<file path="src/rtl/npu_loop_ctrl.sv">
// npu_loop_ctrl: loop-nest counter bank for the NPU tile engine.
// On an accepted start it captures the eight loop limits. It then steps the
// counters from the sequencer strobes and reports terminal-count flags and
// loop indices.
// Counter slots: 0 npu, 1 hmode, 2 vmode, 3 ifmaps, 4 res, 5 tileh, 6 tilev, 7 ofmaps.
// Optional feature macro: NPU_LOOP_PERF_EN adds a saturating 32-bit busy-cycle counter.
module npu_loop_ctrl #(
    parameter int CW = 8
) (
    input  logic          ck,
    input  logic          rst_n,
    input  logic          start,
    input  logic [CW-1:0] cfg_lim_npu,
    input  logic [CW-1:0] cfg_lim_hmode,
    input  logic [CW-1:0] cfg_lim_vmode,
    input  logic [CW-1:0] cfg_lim_ifmaps,
    input  logic [CW-1:0] cfg_lim_res,
    input  logic [CW-1:0] cfg_lim_tileh,
    input  logic [CW-1:0] cfg_lim_tilev,
    input  logic [CW-1:0] cfg_lim_ofmaps,
    input  logic          ctrl_en_npu,
    input  logic          ctrl_en_hmode,
    input  logic          ctrl_en_vmode,
    input  logic          ctrl_wr_mem,
    input  logic          done,
    output logic          s_tc_npu_ptr,
    output logic          s_tc_hmode,
    output logic          s_tc_vmode,
    output logic          s_tc_ifmaps,
    output logic          s_tc_res,
    output logic          s_tc_tileh,
    output logic          s_tc_tilev,
    output logic          s_tc_ofmaps,
    output logic [CW-1:0] idx_npu,
    output logic [CW-1:0] idx_ifmaps,
    output logic [CW-1:0] idx_res,
    output logic [CW-1:0] idx_tileh,
    output logic [CW-1:0] idx_tilev,
    output logic [CW-1:0] idx_ofmaps,
    output logic          busy,
    output logic          wrap_err
`ifdef NPU_LOOP_PERF_EN
    ,
    output logic [31:0]   perf_cycles
`endif
);

    localparam int NC = 8;

    typedef enum logic {
        IDLE = 1'b0,
        RUN  = 1'b1
    } state_t;

    state_t        state_reg;
    state_t        state_next;
    logic [CW-1:0] lim_reg [NC];
    logic [CW-1:0] cnt_reg [NC];
    logic [CW-1:0] cfg_lim [NC];
    logic [NC-1:0] at_lim;
    logic [NC-1:0] step;
    logic          wrap_carry;
    logic          run;
    logic          accept;

    assign cfg_lim[0] = cfg_lim_npu;
    assign cfg_lim[1] = cfg_lim_hmode;
    assign cfg_lim[2] = cfg_lim_vmode;
    assign cfg_lim[3] = cfg_lim_ifmaps;
    assign cfg_lim[4] = cfg_lim_res;
    assign cfg_lim[5] = cfg_lim_tileh;
    assign cfg_lim[6] = cfg_lim_tilev;
    assign cfg_lim[7] = cfg_lim_ofmaps;

    assign run    = (state_reg == RUN);
    assign accept = (state_reg == IDLE) && start;

    // Per-counter terminal compare; these come from registers only.
    for (genvar gi = 0; gi < NC; gi++) begin : g_at_lim
        assign at_lim[gi] = (cnt_reg[gi] == lim_reg[gi]);
    end

    // Step enables. Each chained counter's enable is written as the full
    // product of its upstream terms so that the ripple settles in one cycle
    // without a self-referencing vector.
    assign step[0]    = ctrl_en_npu;
    assign step[1]    = ctrl_en_hmode;
    assign step[2]    = ctrl_en_vmode;
    assign step[3]    = ctrl_en_npu & at_lim[0];
    assign step[4]    = ctrl_wr_mem;
    assign step[5]    = ctrl_wr_mem & at_lim[4];
    assign step[6]    = ctrl_wr_mem & at_lim[4] & at_lim[5];
    assign step[7]    = ctrl_wr_mem & at_lim[4] & at_lim[5] & at_lim[6];
    assign wrap_carry = step[7] & at_lim[7];

    // State register.
    always_ff @(posedge ck) begin
        if (!rst_n) state_reg <= IDLE;
        else        state_reg <= state_next;
    end

    // Next state: start opens a job; done closes it after this cycle's strobes.
    always_comb begin
        state_next = state_reg;
        busy       = 1'b0;
        case (state_reg)
            IDLE: if (start) state_next = RUN;
            RUN: begin
                busy = 1'b1;
                if (done) state_next = IDLE;
            end
            default: state_next = IDLE;
        endcase
    end

    // Limit capture, counter stepping and sticky wrap flag.
    always_ff @(posedge ck) begin
        if (!rst_n) begin
            for (int i = 0; i < NC; i++) begin
                lim_reg[i] <= '0;
                cnt_reg[i] <= '0;
            end
            wrap_err <= 1'b0;
        end else if (accept) begin
            for (int i = 0; i < NC; i++) begin
                lim_reg[i] <= cfg_lim[i];
                cnt_reg[i] <= '0;
            end
            wrap_err <= 1'b0;
        end else if (run) begin
            for (int i = 0; i < NC; i++) begin
                if (step[i]) cnt_reg[i] <= at_lim[i] ? '0 : cnt_reg[i] + CW'(1);
            end
            if (wrap_carry) wrap_err <= 1'b1;
        end
    end

`ifdef NPU_LOOP_PERF_EN
    logic [31:0] perf_reg;

    // Busy-cycle counter: restarts on a new job, saturates, holds in IDLE.
    always_ff @(posedge ck) begin
        if (!rst_n)                            perf_reg <= '0;
        else if (accept)                       perf_reg <= '0;
        else if (run && perf_reg != '1)        perf_reg <= perf_reg + 32'd1;
    end

    assign perf_cycles = perf_reg;
`endif

    assign s_tc_npu_ptr = run & at_lim[0];
    assign s_tc_hmode   = run & at_lim[1];
    assign s_tc_vmode   = run & at_lim[2];
    assign s_tc_ifmaps  = run & at_lim[3];
    assign s_tc_res     = run & at_lim[4];
    assign s_tc_tileh   = run & at_lim[5];
    assign s_tc_tilev   = run & at_lim[6];
    assign s_tc_ofmaps  = run & at_lim[7];

    assign idx_npu    = cnt_reg[0];
    assign idx_ifmaps = cnt_reg[3];
    assign idx_res    = cnt_reg[4];
    assign idx_tileh  = cnt_reg[5];
    assign idx_tilev  = cnt_reg[6];
    assign idx_ofmaps = cnt_reg[7];

endmodule

</file>
<file path="config.mk">
export PLATFORM = sky130hd
export DESIGN_NAME = npu_loop_ctrl
export DESIGN_NICKNAME = d
export VERILOG_FILES = /design/src/rtl/npu_loop_ctrl.sv
export SDC_FILE = /design/constraint.sdc
export NUM_CORES = 1
export LEC_CHECK = 0
export BUFFER_PORTS_ARGS = -buffer_cell sky130_fd_sc_hd__buf_2
export CORE_MARGIN = 3
export CORE_UTILIZATION = 50
export DETAILED_ROUTE_END_ITERATION = 10
export PLACE_DENSITY = 0.77
export REMOVE_ABC_BUFFERS = 1
export SLEW_MARGIN = 30
export SYNTH_ARGS = -nofsm -noshare
export SYNTH_HDL_FRONTEND = slang
export SYNTH_SLANG_ARGS = --single-unit
</file>
<file path="constraint.sdc">
create_clock -name ck -period 2.6 [get_ports ck]
set_input_delay 0.13 -clock ck [delete_from_list [all_inputs] [get_ports ck]]
set_output_delay 0.13 -clock ck [all_outputs]
set_load 0.02 [all_outputs]
</file>
==> impl_results.md, run 1 <==
- Initial antenna violation count: 0
- H-tree depth: 4
- CTS sink count: 130
- Most common cell in the netlist: edfxtp_1
- WL final: 14360 µm
- Largest stage delay on the critical path: 0.53 ns
- Final Cycle Share: 0.8427
- Max transition margin: 0.4577
- Reg2reg setup slack: 0.46 ns
- RSZ-0062 raised after global routing: no
- 1st-iter DRT viols: 296
- Die Wd: 121.6 µm
- Clock Path Buffers: 2
- Peak VDD IR: 0.3455 mV
- CP Capture Type: output port
- Synth area leaders: edfxtp_1 54%, xnor2_1 8.8%, and2_1 6.1%
- Worst path top cell family by delay: simple AND/OR/NAND/NOR gates
- Worst Path Buf+Inv: 1
- Mapped Cells: 576
- Vias in the first global route: 4700
- Global-route wire length before repair: 23180 µm
- Post-synth top area cell: edfxtp_1
- Crit path required time: 2.47 ns
- Maxcap violations: 0
- Total power: 5.227 mW
- Post-CTS setup buffers: 0
- Final instance area: 8203 µm²
- Hold Crit Class: input port to register
- Clk_skew: 0.005413 ns
- Remaining Overflow, GRT: 0
- Worst hold endpoint: lim_reg[1][5]$_SDFFCE_PN0P_
- CTS tree: done
- Final min period: 2.191 ns
- CP Class: register to output port
- Inserted Diodes: 0
- Layout fillers: 1005
- Final setup vio count: 0
- Cell depth of the worst setup path: 5
- Overall Global Routing Usage: 0.2040
- Post-synth EDFFs: 120
- Setup TNS: 0 ns
- Total die area: 14790 µm²
- Ys flop type: edfxtp_1
- PwrDens: 637.2 nW/µm²
- I/O Buffers: 129
- Hold Vio Cnt, Final: 0
- Synth cell count leaders: 120 x edfxtp_1, 68 x nor2_1, 67 x xnor2_1, 65 x and2_1, 48 x buf_4
- Post_cts resized: 0
- Core area: 12820 µm²
- Vias: 4621
- Pre-CTS setup slack: 0.5021 ns
- P&R area growth vs syn: 22.70%
- Status: complete, no violations
- Mapped Area: 6685 µm²
- Initial Utilization: 0.5213
- HP Start: cfg_lim_res[5]
- Synth warn: 0
- I/O pins: 130
- DP Wirelength: 10140 µm
- Distinct cells, synth: 39
- Sequential fraction of the synthesis area: 0.5690
- Final Max Slew Viols: 0
- Worst-margin pin slew: 0.8134 ns
- R2R cell count: 5
- Total CTS buffers: 17
- FF+latch count, synth: 130
- Final WS setup: 0.4091 ns
- CP Max Fanout: 6
- Layout cell share with drive strength beyond 1: 0.2260
- CP max stage cell: nor4_1
- Achievable Freq: 456.4 MHz
- Area share of the largest cell type after synthesis: 0.5390
- FFs w/ async S/R, synth: 0
- Drt first pass iters: 5
- Die height: 121.6 µm
- DRC viols: 0
- Final antenna-violating net count: 0
- Startpoint Class: register
- DR WL/cell: 15.92 µm
- P_leak: 3.320 nW
- Critical path arrival: 2.06 ns
- Syn Area/Cell: 11.61 µm²
- R2R Path Start: cnt_reg[0][3]$_SDFFE_PP0P_
- Cell area after placement: 7209 µm²
- Clock Tree Root: clkbuf_16
- Hold path depth: 2
- Crit-path cells: xor2_1, nor4_1, nand2_1, nor2_1, buf_2
- Reg-to-Reg End: cnt_reg[0][25]$_SDFFCE_PP0P_
- Vias per cell: 5.123
- Clock transition at the registers of the reported paths: 0.05 ns
- Number of nets in the layout: 800
- Worst-Skew Late Latency: 0.41 ns
- Largest net degree at the start of global routing: 34
- FP Rows: 41
- Routability Congestion: 0.8536
cell families (layout without fill, tap and decap cells):
| group | Yosys count | in the layout | share of synthesized area |
|---|---|---|---|
| AO/OA/AOI/OAI | 25 | 25 | 0.02396 |
| multiplexers | 1 | 1 | 0.001497 |
| AND/OR/NAND/NOR | 230 | 230 | 0.1778 |
| buffers and inverters | 74 | 228 | 0.07131 |
| adder cells (fa/ha/maj) | 8 | 8 | 0.01497 |
| flip-flops | 130 | 130 | 0.5690 |
| XOR/XNOR | 108 | 108 | 0.1415 |
cell usage in the layout (no fill, tap or decap), types with 2 or more instances in the layout:
cell type      count
inv_2              2
nand3_1           38
o21ai_1            2
buf_12             2
xor2_1            41
buf_2            129
clkbuf_16         17
ha_1               8
and2_1            65
a31oi_1            4
a21oi_1            5
nor4_1             3
and3_1            15
a22o_1             2
dlygate4sd3_1     49
clkinv_2           5
buf_4              7
o21ai_0            5
or3_1              3
inv_1             10
nand2_1           14
nand4_1           13
nor2_1            67
xnor2_1           67
edfxtp_1         120
a41oi_1            2
nor3_1             5
clkinv_1           5
dfxtp_1           10
timing repair:
| action | 4_1_cts | 5_1_grt |
|---|---|---|
| hold endpoints to repair | 49 | 0 |
| endpoints found under the setup margin | 0 | 0 |
| hold buffers | 49 | 0 |
report_power, final:
group | switching [mW] | total [mW] | internal (mW) | leakage (nW)
clock network | 0.805 | 2.07 | 1.27 | 0.252
registers | 0.127 | 2.58 | 2.45 | 1.39
logic | 0.297 | 0.580 | 0.283 | 1.68
total | 1.23 | 5.23 | 4.00 | 3.32
per-stage QoR:
stage | hold WS [ns] | cells | util
final | 0.003805 | 902 | 0.6396
after global routing | 0.001982 | 902 | 0.6396
after CTS | 0.0001631 | 902 | 0.6396
after detailed placement | 0.3193 | 824 | 0.5621
after global placement | 0.3191 | 824 | 0.5621
after floorplan | 0.2243 | 514 | -
layer usage:
layer	vias up	part of all wire	routed length [µm]	GRT usage
li1	2232	-	-	-
met1	2193	0.43	6176	0.2648
met2	171	0.48	6929	0.3299
met3	25	0.066	947	0.05060
met4	0	0.022	310	0.08263
met5	-	0	0	0
worst max-delay path by stage:
stage | end | start
after floorplan | lim_reg[0][0]$_SDFFCE_PN0P_ | run$_SDFF_PN0_
after global placement | cnt_reg[0][58]$_SDFFCE_PP0P_ | cnt_reg[0][36]$_SDFFCE_PP0P_
after detailed placement | cnt_reg[0][57]$_SDFFCE_PP0P_ | cnt_reg[0][36]$_SDFFCE_PP0P_
after CTS | s_tc_ofmaps | cnt_reg[0][58]$_SDFFCE_PP0P_
after global routing | s_tc_npu_ptr | cnt_reg[0][3]$_SDFFE_PP0P_
final | s_tc_npu_ptr | cnt_reg[0][3]$_SDFFE_PP0P_
area by class of cell:
| cell class | instances | area (µm²) | area share |
|---|---|---|---|
| inverters | 12 | 45.04 | 0.005491 |
| multi-input cells | 372 | 2407 | 0.2935 |
| clock buffers | 18 | 429.2 | 0.05232 |
| repair buffers | 187 | 1229 | 0.1498 |
| flip-flops and latches | 130 | 3804 | 0.4637 |
| well taps | 172 | 215.2 | 0.02624 |
| clock inverters | 11 | 73.82 | 0.008999 |
No activity file was read; power rests on OpenSTA's default activity.
==> inputs of run 2 (changes only) <==
Clock period 2.6 ns to 1.8 ns, I/O delays scaled along.
==> impl_results.md, run 2 (synthesis results as in run 1) <==
- Commonest non-fill, non-tap cell in the layout: buf_2
- Startpoint Class: register
- Worst-Skew Late Latency: 0.41 ns (about the same)
- Achievable Freq: 514.4 MHz
- Most frequent cells in the layout: 125 x buf_2, 120 x edfxtp_1, 78 x buf_4
- 1st-iter DRT viols: 333 (+13%)
- Final setup vio count: 7 (+7)
- Drt first pass iters: 5 (unchanged)
- CP Max Fanout: 3 (-3)
- FP Rows: 41 (unchanged)
- Reg-to-Reg End: cnt_reg[0][6]$_SDFFE_PP0P_
- CP dominant cell by count: buf_6
- P&R area growth vs syn: 37.30%
- Overall Global Routing Usage: 0.2099 (+0.005969)
- CP Capture Type: output port
- WL final: 15610 µm (+8.7%)
- CTS tree: done
- Initial Utilization: 0.5213 (unchanged)
- Vias: 5014 (+8.5%)
- R2R cell count: 5 (unchanged)
- Final WS setup: -0.1440 ns (-0.5530 ns)
- H-tree depth: 4 (unchanged)
- Status: finished with violations
- Max transition margin: 0.4124 (-0.04525)
- M3 GR Usage: 0.04968 (-0.0009285)
- Hold Vio Cnt, Final: 0 (unchanged)
- Total die area: 14790 µm² (unchanged)
- Initial antenna violation count: 0 (unchanged)
- CP Class: register to output port
- Critical path arrival: 1.85 ns (-0.21 ns)
- Combinational fraction of design power: 0.136 (+0.025)
- Vias per cell: 5.039 (-1.6%)
- Clock transition at the registers of the reported paths: 0.05 ns (about the same)
- Peak VDD IR: 0.4965 mV (+44%)
- Cell area after placement: 7580 µm² (+5.1%)
- Worst hold endpoint: run$_SDFF_PN0_
- Internal: 6.263 mW (+57%)
- Final min period: 1.944 ns
- Final Cycle Share: 1.080
- Remaining Overflow, GRT: 0 (unchanged)
- Die Wd: 121.6 µm (unchanged)
- Inserted Diodes: 0 (unchanged)
- Most Crowded Layer GR: met2
- Crit path required time: 1.71 ns (-0.76 ns)
- CTS sink count: 130 (unchanged)
- Final Max Slew Viols: 0 (unchanged)
- DR WL/cell: 15.69 µm (-1.5%)
- Clock Tree Root: clkbuf_16
- PwrDens: 885.2 nW/µm² (+39%)
- M1 GR Usage: 0.2748 (+0.01006)
- Crit-path cells: xor2_1, nor4_2, nand2_1, buf_6, nor2_4, buf_6
- P_leak: 3.837 nW (+16%)
- Vias in the first global route: 4815 (+2.4%)
- Reg2reg setup slack: -0.10 ns (-0.56 ns)
- Clock Path Buffers: 2 (unchanged)
- I/O Buffers: 129 (unchanged)
- Final instance area: 9179 µm² (+12%)
- DRC viols: 0 (unchanged)
- Worst-margin pin slew: 0.8813 ns (+0.06788 ns)
- Die height: 121.6 µm (unchanged)
- CP max stage cell: edfxtp_1
- Largest stage delay on the critical path: 0.39 ns (-0.14 ns)
- Worst Path Buf+Inv: 2 (+1)
- Worst path top cell family by delay: simple AND/OR/NAND/NOR gates
- R2R Path Start: lim_reg[0][1]$_SDFFCE_PN0P_
- Maxcap violations: 0 (unchanged)
- Final Util: 0.7157 (+0.07610)
- Global-route wire length before repair: 23750 µm (+2.5%)
- Non-filler cells, final: 995 (+10%)
- Clk_skew: 0.007596 ns (+0.002182 ns)
- Layout cell share with drive strength beyond 1: 0.3293 (+0.1033)
- Layout fillers: 879 (-13%)
- Sw Share: 0.2291 (-0.005991)
- Global routing usage on met2: 0.3351 (+0.005181)
- Hold Crit Class: input port to register
- RSZ-0062 raised after global routing: yes
- Hold path depth: 3 (+1)
- HP Start: start
- # placed instances: 875 (+6.2%)
- Number of nets in the layout: 890 (+11%)
- Sw power: 1.862 mW (+51%)
- Routability Congestion: 0.8672 (+1.6%)
- I/O pins: 130 (unchanged)
- Clock share of power: 0.412 (+0.016)
- Seq pwr share: 0.452 (-0.041)
- Total CTS buffers: 17 (unchanged)
- Final antenna-violating net count: 0 (unchanged)
- Largest net degree at the start of global routing: 34 (unchanged)
- Failing checks: negative setup slack
- Core area: 12820 µm² (unchanged)
- DP Wirelength: 10750 µm (+6.0%)
-- run 2: changes by cell type in the layout (fill, tap and decap cells not counted), sizes merged --
cell         change
clkbuf           +8
bufinv           +1
buf             +74
dlygate4sd3     +16
clkinv           -6
-- run 2: worst register-to-register path, delay by kind of cell, from the launching register on --
kind | cells | cell delay, ns
AOI/OAI and AO/OA | 3 | 1.13
DFF | 1 | 0.39
xor gates and xnor gates | 1 | 0.22
and+or+nand+nor | 1 | 0.09
-- run 2: how the worst max path moves through the flow --
stage	start	end	slack [ns]	cells after the start
2_1_floorplan	run$_SDFF_PN0_	lim_reg[0][0]$_SDFFCE_PN0P_	-0.66	3
3_3_place_gp	cnt_reg[0][35]$_SDFFCE_PP0P_	cnt_reg[0][58]$_SDFFCE_PP0P_	-0.09	5
3_5_place_dp	cnt_reg[0][32]$_SDFFCE_PP0P_	cnt_reg[0][63]$_SDFFCE_PP0P_	-0.17	5
4_1_cts	lim_reg[0][6]$_SDFFCE_PN0P_	s_tc_npu_ptr	-0.13	6
5_1_grt	cnt_reg[0][61]$_SDFFCE_PP0P_	s_tc_ofmaps	-0.25	5
6_report	lim_reg[0][1]$_SDFFCE_PN0P_	s_tc_npu_ptr	-0.14	6
-- run 2: repair_timing --
action	in CTS	in global routing
gates resized for setup	19	30
buffers inserted	4	19
pin swaps	11	30
hold buffers	65	0
hold endpoints to repair	65	0
endpoints found under the setup margin	64	77
-- run 2: metrics by stage --
step           TNS [ns]  setup WS [ns]  total power, mW  hold WS [ns]
2_1_floorplan    -68.09        -0.6574            4.214        0.1843
3_3_place_gp     -1.401       -0.08650            4.579        0.2751
3_5_place_dp     -3.999        -0.1713            4.620        0.2839
4_1_cts         -0.4857        -0.1288            8.092       0.01671
5_1_grt          -2.758        -0.2455            8.419       0.07674
6_report        -0.5819        -0.1440            8.125       0.09456
-- run 2: cell type report --
cell class	count	area (µm²)	share of cell area
Sequential cell	130	3804	0.4144
Multi-Input combinational cell	372	2565	0.2794
Timing Repair Buffer	277	1972	0.2148
Clock buffer	26	499.2	0.05439
Tap cell	172	215.2	0.02345
Clock inverter	6	78.83	0.008588
Inverter	12	45.04	0.004907
-- run 2: power groups by stage --
| stage | logic (mW) | clock network, mW | registers, mW |
|---|---|---|---|
| after global routing | 1.20 | 3.53 | 3.69 |
| final | 1.11 | 3.35 | 3.67 |
| after CTS | 1.02 | 3.39 | 3.68 |
| after detailed placement | 0.882 | 0 | 3.74 |
| after floorplan | 0.402 | 0 | 3.81 |
| after global placement | 0.851 | 0 | 3.73 |
-- run 2: routing by layer --
| layer | vias to the layer above | wire, µm |
|---|---|---|
| met2 | 185 | 7557 |
| met3 | 25 | 946 |
| met4 | 0 | 330 |
| met5 | - | 0 |
| li1 | 2415 | - |
| met1 | 2389 | 6779 |
